**src/rtl/apb_uart_completer.sv**
```systemverilog
// APB completer fronting a byte-stream UART core: TX queue, RX holding register, CTRL/STATUS/CLEAR, irq.
// Optional internal loopback (CTRL bit3) is compiled in only when UART_APB_LOOPBACK_EN is defined.
module apb_uart_completer #(
    parameter int TXQ_DEPTH  = 4,
    parameter int WAIT_LIMIT = 16
) (
    input  logic        PCLK,
    input  logic        PRESET,
    input  logic        PSEL,
    input  logic        PENABLE,
    input  logic        PWRITE,
    input  logic [31:0] PADDR,
    input  logic [31:0] PWDATA,
    output logic [31:0] PRDATA,
    output logic        PREADY,
    output logic        PSLVERR,
    output logic [7:0]  tx_byte,
    output logic        tx_valid,
    input  logic        tx_ready,
    input  logic [7:0]  rx_byte,
    input  logic        rx_valid,
    output logic        irq
);
    localparam int AW = $clog2(TXQ_DEPTH);
    localparam int WW = $clog2(WAIT_LIMIT + 1);

    typedef enum logic [1:0] {S_IDLE, S_ACCESS, S_STALL, S_DONE} state_t;

    state_t          r_state;
    logic            r_write;
    logic [3:0]      r_addr;
    logic [7:0]      r_wdata;
    logic [WW-1:0]   r_wait;
    logic [31:0]     r_prdata;
    logic            r_pready;
    logic            r_pslverr;

    logic [7:0]      r_mem [TXQ_DEPTH];
    logic [AW-1:0]   r_wptr;
    logic [AW-1:0]   r_rptr;
    logic [4:0]      r_count;

    logic [7:0]      r_rx_hold;
    logic            r_rx_avail;
    logic            r_overrun;
    logic [3:0]      r_ctrl;
    logic            r_irq;

    logic            w_full, w_empty, w_lb, w_tx_valid, w_lb_move, w_pop, w_push;
    logic            w_is_data, w_is_stat, w_is_ctrl, w_is_clr, w_acc;
    logic            w_flush, w_clr_ovr, w_ctrl_wr, w_rx_pop, w_rx_in_v;
    logic [7:0]      w_rx_in_b;
    logic [31:0]     w_status;
    logic [31:0]     w_rdata;
    logic            w_err;
    logic            w_unused;

    assign w_unused = ^{PADDR[31:4], PWDATA[31:8]};

    assign w_full  = (r_count == 5'(TXQ_DEPTH));
    assign w_empty = (r_count == 5'd0);

`ifdef UART_APB_LOOPBACK_EN
    assign w_lb = r_ctrl[3];
`else
    assign w_lb = 1'b0;
`endif

    assign w_tx_valid = !w_empty & r_ctrl[0] & !w_lb;
    assign w_lb_move  = w_lb & !w_empty & !r_rx_avail;
    assign w_pop      = (w_tx_valid & tx_ready) | w_lb_move;

    assign w_is_data = (r_addr == 4'h0);
    assign w_is_stat = (r_addr == 4'h4);
    assign w_is_ctrl = (r_addr == 4'h8);
    assign w_is_clr  = (r_addr == 4'hC);
    assign w_acc     = (r_state == S_ACCESS);

    // Push decision uses the registered full flag, so a same-cycle pop never makes room early.
    assign w_push    = r_write & w_is_data & r_ctrl[0] & !w_full &
                       (w_acc | ((r_state == S_STALL) & PSEL));
    assign w_flush   = w_acc & r_write & w_is_clr & r_wdata[1];
    assign w_clr_ovr = w_acc & r_write & w_is_clr & r_wdata[0];
    assign w_ctrl_wr = w_acc & r_write & w_is_ctrl;
    assign w_rx_pop  = w_acc & !r_write & w_is_data & r_rx_avail;

    assign w_rx_in_v = w_lb ? w_lb_move : rx_valid;
    assign w_rx_in_b = w_lb ? r_mem[r_rptr] : rx_byte;

    assign w_status = {23'b0, r_count, r_overrun, r_rx_avail, w_empty, w_full};

    always_comb begin
        w_err   = 1'b0;
        w_rdata = 32'h0;
        case (r_addr)
            4'h0: begin
                if (r_write)         w_err   = !r_ctrl[0];
                else if (r_rx_avail) w_rdata = {24'b0, r_rx_hold};
                else                 w_err   = 1'b1;
            end
            4'h4:    if (!r_write) w_rdata = w_status;
            4'h8:    if (!r_write) w_rdata = {28'b0, r_ctrl};
            4'hC:    w_rdata = 32'h0;
            default: w_err = 1'b1;
        endcase
    end

    always_ff @(posedge PCLK or posedge PRESET) begin
        if (PRESET) begin
            r_state   <= S_IDLE;
            r_write   <= 1'b0;
            r_addr    <= 4'h0;
            r_wdata   <= 8'h0;
            r_wait    <= '0;
            r_prdata  <= 32'h0;
            r_pready  <= 1'b0;
            r_pslverr <= 1'b0;
        end else begin
            case (r_state)
                S_IDLE: begin
                    if (PSEL && !PENABLE) begin
                        r_write <= PWRITE;
                        r_addr  <= PADDR[3:0];
                        r_wdata <= PWDATA[7:0];
                        r_wait  <= '0;
                        r_state <= S_ACCESS;
                    end
                end
                S_ACCESS: begin
                    if (r_write && w_is_data && r_ctrl[0] && w_full) begin
                        r_state <= S_STALL;
                    end else begin
                        r_state   <= S_DONE;
                        r_pready  <= 1'b1;
                        r_pslverr <= w_err;
                        r_prdata  <= w_rdata;
                    end
                end
                S_STALL: begin
                    if (!PSEL) begin
                        r_state <= S_IDLE;
                    end else if (!w_full) begin
                        r_state   <= S_DONE;
                        r_pready  <= 1'b1;
                        r_pslverr <= 1'b0;
                        r_prdata  <= 32'h0;
                    end else if (r_wait == WW'(WAIT_LIMIT - 1)) begin
                        r_state   <= S_DONE;
                        r_pready  <= 1'b1;
                        r_pslverr <= 1'b1;
                        r_prdata  <= 32'h0;
                    end else begin
                        r_wait <= r_wait + WW'(1);
                    end
                end
                default: begin
                    r_state   <= S_IDLE;
                    r_pready  <= 1'b0;
                    r_pslverr <= 1'b0;
                end
            endcase
        end
    end

    always_ff @(posedge PCLK) begin
        if (w_push) r_mem[r_wptr] <= r_wdata;
    end

    // Flush wins over any pop issued in the same cycle.
    always_ff @(posedge PCLK or posedge PRESET) begin
        if (PRESET) begin
            r_wptr  <= '0;
            r_rptr  <= '0;
            r_count <= 5'd0;
        end else if (w_flush) begin
            r_wptr  <= '0;
            r_rptr  <= '0;
            r_count <= 5'd0;
        end else begin
            if (w_push) r_wptr <= r_wptr + AW'(1);
            if (w_pop)  r_rptr <= r_rptr + AW'(1);
            case ({w_push, w_pop})
                2'b10:   r_count <= r_count + 5'd1;
                2'b01:   r_count <= r_count - 5'd1;
                default: r_count <= r_count;
            endcase
        end
    end

    always_ff @(posedge PCLK or posedge PRESET) begin
        if (PRESET) begin
            r_rx_hold  <= 8'h0;
            r_rx_avail <= 1'b0;
            r_overrun  <= 1'b0;
        end else begin
            if (w_rx_in_v) begin
                if (!r_rx_avail || w_rx_pop) begin
                    r_rx_hold  <= w_rx_in_b;
                    r_rx_avail <= 1'b1;
                end else begin
                    r_overrun <= 1'b1;
                end
            end else if (w_rx_pop) begin
                r_rx_avail <= 1'b0;
            end
            if (w_clr_ovr) r_overrun <= 1'b0;
        end
    end

    always_ff @(posedge PCLK or posedge PRESET) begin
        if (PRESET) begin
            r_ctrl <= 4'h1;
            r_irq  <= 1'b0;
        end else begin
            if (w_ctrl_wr) begin
`ifdef UART_APB_LOOPBACK_EN
                r_ctrl <= r_wdata[3:0];
`else
                r_ctrl <= {1'b0, r_wdata[2:0]};
`endif
            end
            r_irq <= (r_ctrl[1] & r_rx_avail) | (r_ctrl[2] & w_empty) | r_overrun;
        end
    end

    assign PRDATA   = r_prdata;
    assign PREADY   = r_pready;
    assign PSLVERR  = r_pslverr;
    assign tx_valid = w_tx_valid;
    assign tx_byte  = w_empty ? 8'h00 : r_mem[r_rptr];
    assign irq      = r_irq;

endmodule
```
**config.mk**
```make
export PLATFORM = sky130hd
export DESIGN_NAME = apb_uart_completer
export DESIGN_NICKNAME = d
export VERILOG_FILES = /design/src/rtl/apb_uart_completer.sv
export SDC_FILE = /design/constraint.sdc
export NUM_CORES = 1
export LEC_CHECK = 0
export ABC_CLOCK_PERIOD_IN_PS = 2900
export BUFFER_PORTS_ARGS = -buffer_cell sky130_fd_sc_hd__buf_2
export CAP_MARGIN = 5
export CELL_PAD_IN_SITES_DETAIL_PLACEMENT = 1
export CELL_PAD_IN_SITES_GLOBAL_PLACEMENT = 1
export CORE_ASPECT_RATIO = 0.6
export CORE_MARGIN = 3
export CORE_UTILIZATION = 37
export DETAILED_ROUTE_END_ITERATION = 8
export PLACE_DENSITY_LB_ADDON = 0.1
export SETUP_SLACK_MARGIN = 0.15
export SLEW_MARGIN = 10
export SYNTH_ARGS = -nofsm -noshare
export SYNTH_HDL_FRONTEND = slang
export SYNTH_SLANG_ARGS = --single-unit
```
**constraint.sdc**
```tcl
create_clock -name PCLK -period 2.9 [get_ports PCLK]
set_input_delay 0.58 -clock PCLK [delete_from_list [all_inputs] [get_ports PCLK]]
set_output_delay 0.58 -clock PCLK [all_outputs]
set_load 0.02 [all_outputs]
```
==> results.json <==
{
  "path_clk_slew_ns": 0.06,
  "synth-seq-area-share": 0.537,
  "area_growth_pct": 17.9,
  "top_layer_used": "met4",
  "crit_slowest_cell": "or4_4",
  "required_ns": 2.32,
  "netlist-cell-type-count": 65,
  "dr_wl_met3_um": 398,
  "worstMarginPinSlew_ns": 0.751,
  "crit_arrival_ns": 2.14,
  "layout_common_cells": "dfrtp_1, buf_2, edfxtp_1, mux2_2, conb_1",
  "setup_tns_ns": 0,
  "grt-ovfl-total": 0,
  "nFillCells": 1177,
  "final_util": 0.463,
  "ys_async_sr_fraction": 0.628,
  "wire_per_inst_um": 18.5,
  "dieArea_um2": 13000,
  "grt_pass1_vias": 3035,
  "relSlewSlack": 0.497,
  "htreeDepth": 3,
  "viasPerCell": 5.06,
  "finalNetCount": 495,
  "synth-warning-count": 0,
  "ant_nets": 0,
  "final_common_cell": "dfrtp_1",
  "first_pass_iters": 4,
  "crit_path_max_fanout": 10,
  "period_share": 0.939,
  "crit_chain": "or4_4 -> buf_4 -> nor2_1 -> buf_6 -> nor2b_1 -> buf_2",
  "period_minus_slack_ns": 2.72,
  "syn_avg_cell_area_um2": 12.7,
  "vias": 2853,
  "die_x_um": 145,
  "cp-start-kind": "flip-flop",
  "ir_drop_uv": 413,
  "ioPinCount": 123,
  "crit_path_end_kind": "output port",
  "synthFlopType": "dfrtp_1",
  "cts_tree": "yes",
  "clock_sinks": 86,
  "rsz0062_at_grt": "true",
  "slowest_delay_ns": 0.58,
  "dr_wl_met2_um": 4440,
  "maxCapViolCount": 0,
  "total_power_mw": 4.48,
  "met1_length_um": 5410,
  "fin_skew_ns": 0.00711,
  "synthCells": 339,
  "cts_root_buffer": "clkbuf_16",
  "drt_wl_total_um": 10400,
  "layout-drive-gt1-share": 0.342,
  "gp_congestion": 0.825,
  "dpl.hpwl_um": 7580,
  "core_area_um2": 11000,
  "drt-initial-drc-count": 172,
  "critPathKind": "reg2out",
  "drcViolationCount": 0,
  "io_buffer_count": 47,
  "grt_pass1_wl_um": 16800,
  "clk_latency_ns": 0.34,
  "grt_start_max_net_pins": 32,
  "synth-edff-count": 32,
  "initial_core_util": 0.393,
  "syn-cell-area_um2": 4310,
  "hold_class": "in2async",
  "ctsLongestPathBuffers": 2,
  "grtUsageTotal": 0.168,
  "synth_seq_cells": 86,
  "antenna_cells": 0,
  "rows": 29,
  "powerDensity_nw_per_um2": 882,
  "hold_viol": 0,
  "fmax_ghz": 0.367,
  "fp.dieH_um": 89.6,
  "run_status": "finished clean",
  "p_leak_nw": 2.19,
  "setup_violations": 0,
  "final_max_slew_viol_count": 0,
  "antenna_found_initial": 0,
  "cts_buffers": 9
}
==> cells in the mapped netlist, drive strengths merged (5+ instances only) <==
cell	n	share of area
dfrtp	53	0.31
edfxtp	32	0.22
buf	31	0.054
mux2	30	0.081
nand2	22	0.019
nor2	18	0.017
a22o	14	0.029
nor2b	14	0.020
ha	12	0.035
inv	11	0.0096
o21ai	9	0.010
clkbuf	8	0.0070
mux4	8	0.042
and2	6	0.0087
a21oi	5	0.0058
nor3	5	0.0070
==> worst max-delay path: cells and delay by family (launching register included) <==
family        cells  cell delay, ns
buf+inv           3            0.55
flops             1            0.46
simple gates      3            0.79
==> final timing paths <==
| kind | endpoint | from | slack (ns) | depth (start not counted) |
|---|---|---|---|---|
| worst min-delay path | r_wdata[6]$_DFFE_PP0P_ | PRESET | 0.36 | 2 |
| max in group asynchronous | r_ctrl[0]$_DFFE_PP1P_ | PRESET | 1.87 | 3 |
| worst max-delay path | tx_byte[0] | r_count[3]$_DFFE_PP0P_ | 0.18 | 6 |
| worst max register to register | r_count[4]$_DFFE_PP0P_ | r_state[1]$_DFFE_PP0P_ | 0.22 | 11 |
| worst min register to register | PRDATA[8]$_DFFE_PP0P_ | PRDATA[8]$_DFFE_PP0P_ | 0.49 | 1 |
| min in group PCLK | r_rx_avail$_DFFE_PP0P_ | rx_valid | 0.46 | 3 |
==> final cells by class <==
cell class	instances	area, um2	area share
Inverter	11	41.3	0.00813
Multi-Input combinational cell	225	1810	0.356
Sequential cell	86	2310	0.456
Tap cell	155	194	0.0382
Clock inverter	7	63.8	0.0126
Timing Repair Buffer	71	432	0.0850
Clock buffer	9	225	0.0443
==> state kept, by name, indices dropped and copies added, names as in the netlist <==
register / cells
r_ctrl: 3
r_wptr: 2
r_rptr: 2
r_wait: 5
r_mem: 32
r_count: 5
PRDATA: 9
r_wdata: 8
PSLVERR: 1
irq: 1
r_write: 1
r_overrun: 1
PREADY: 1
r_rx_avail: 1
r_rx_hold: 8
r_state: 2
r_addr: 4
==> report_power, final <==
part / internal (mW) / switching (mW)
Sequential: 1.57 / 0.264
Combinational: 0.690 / 0.816
Clock: 0.662 / 0.480
Total: 2.92 / 1.56
==> kinds of logic after synthesis <==
kind of cell,after synthesis,synth area share
simple gates,89,0.114
flops,86,0.537
compound gates,58,0.109
buf+inv,50,0.0706
mux,39,0.125
fa+ha+maj,12,0.0348
xor+xnor,4,0.00813
other cells,1,0.000870
==> stage by stage <==
step	area (um2)	worst slack [ns]	hold slack, ns	cells
2_1_floorplan	4400	0.203	0.450	361
3_3_place_gp	4740	0.0899	0.462	546
3_5_place_dp	4740	0.0384	0.476	546
4_1_cts	5030	0.159	0.377	562
5_1_grt	5080	0.0771	0.415	564
6_report	5080	0.176	0.359	564
==> per-layer routing <==
layer | GRT usage | vias up
li1 | - | 1329
met1 | 0.242 | 1446
met2 | 0.256 | 65
met3 | 0.0391 | 13
met4 | 0.0525 | 0
met5 | 0 | -
==> what timing repair did <==
item,in CTS,in global routing
gates resized for setup,2,4
endpoints found under the hold margin,0,0
endpoints found under the setup margin,3,11
hold buffers,0,0
setup buffers,0,2
(Power assumes the default switching activity.)
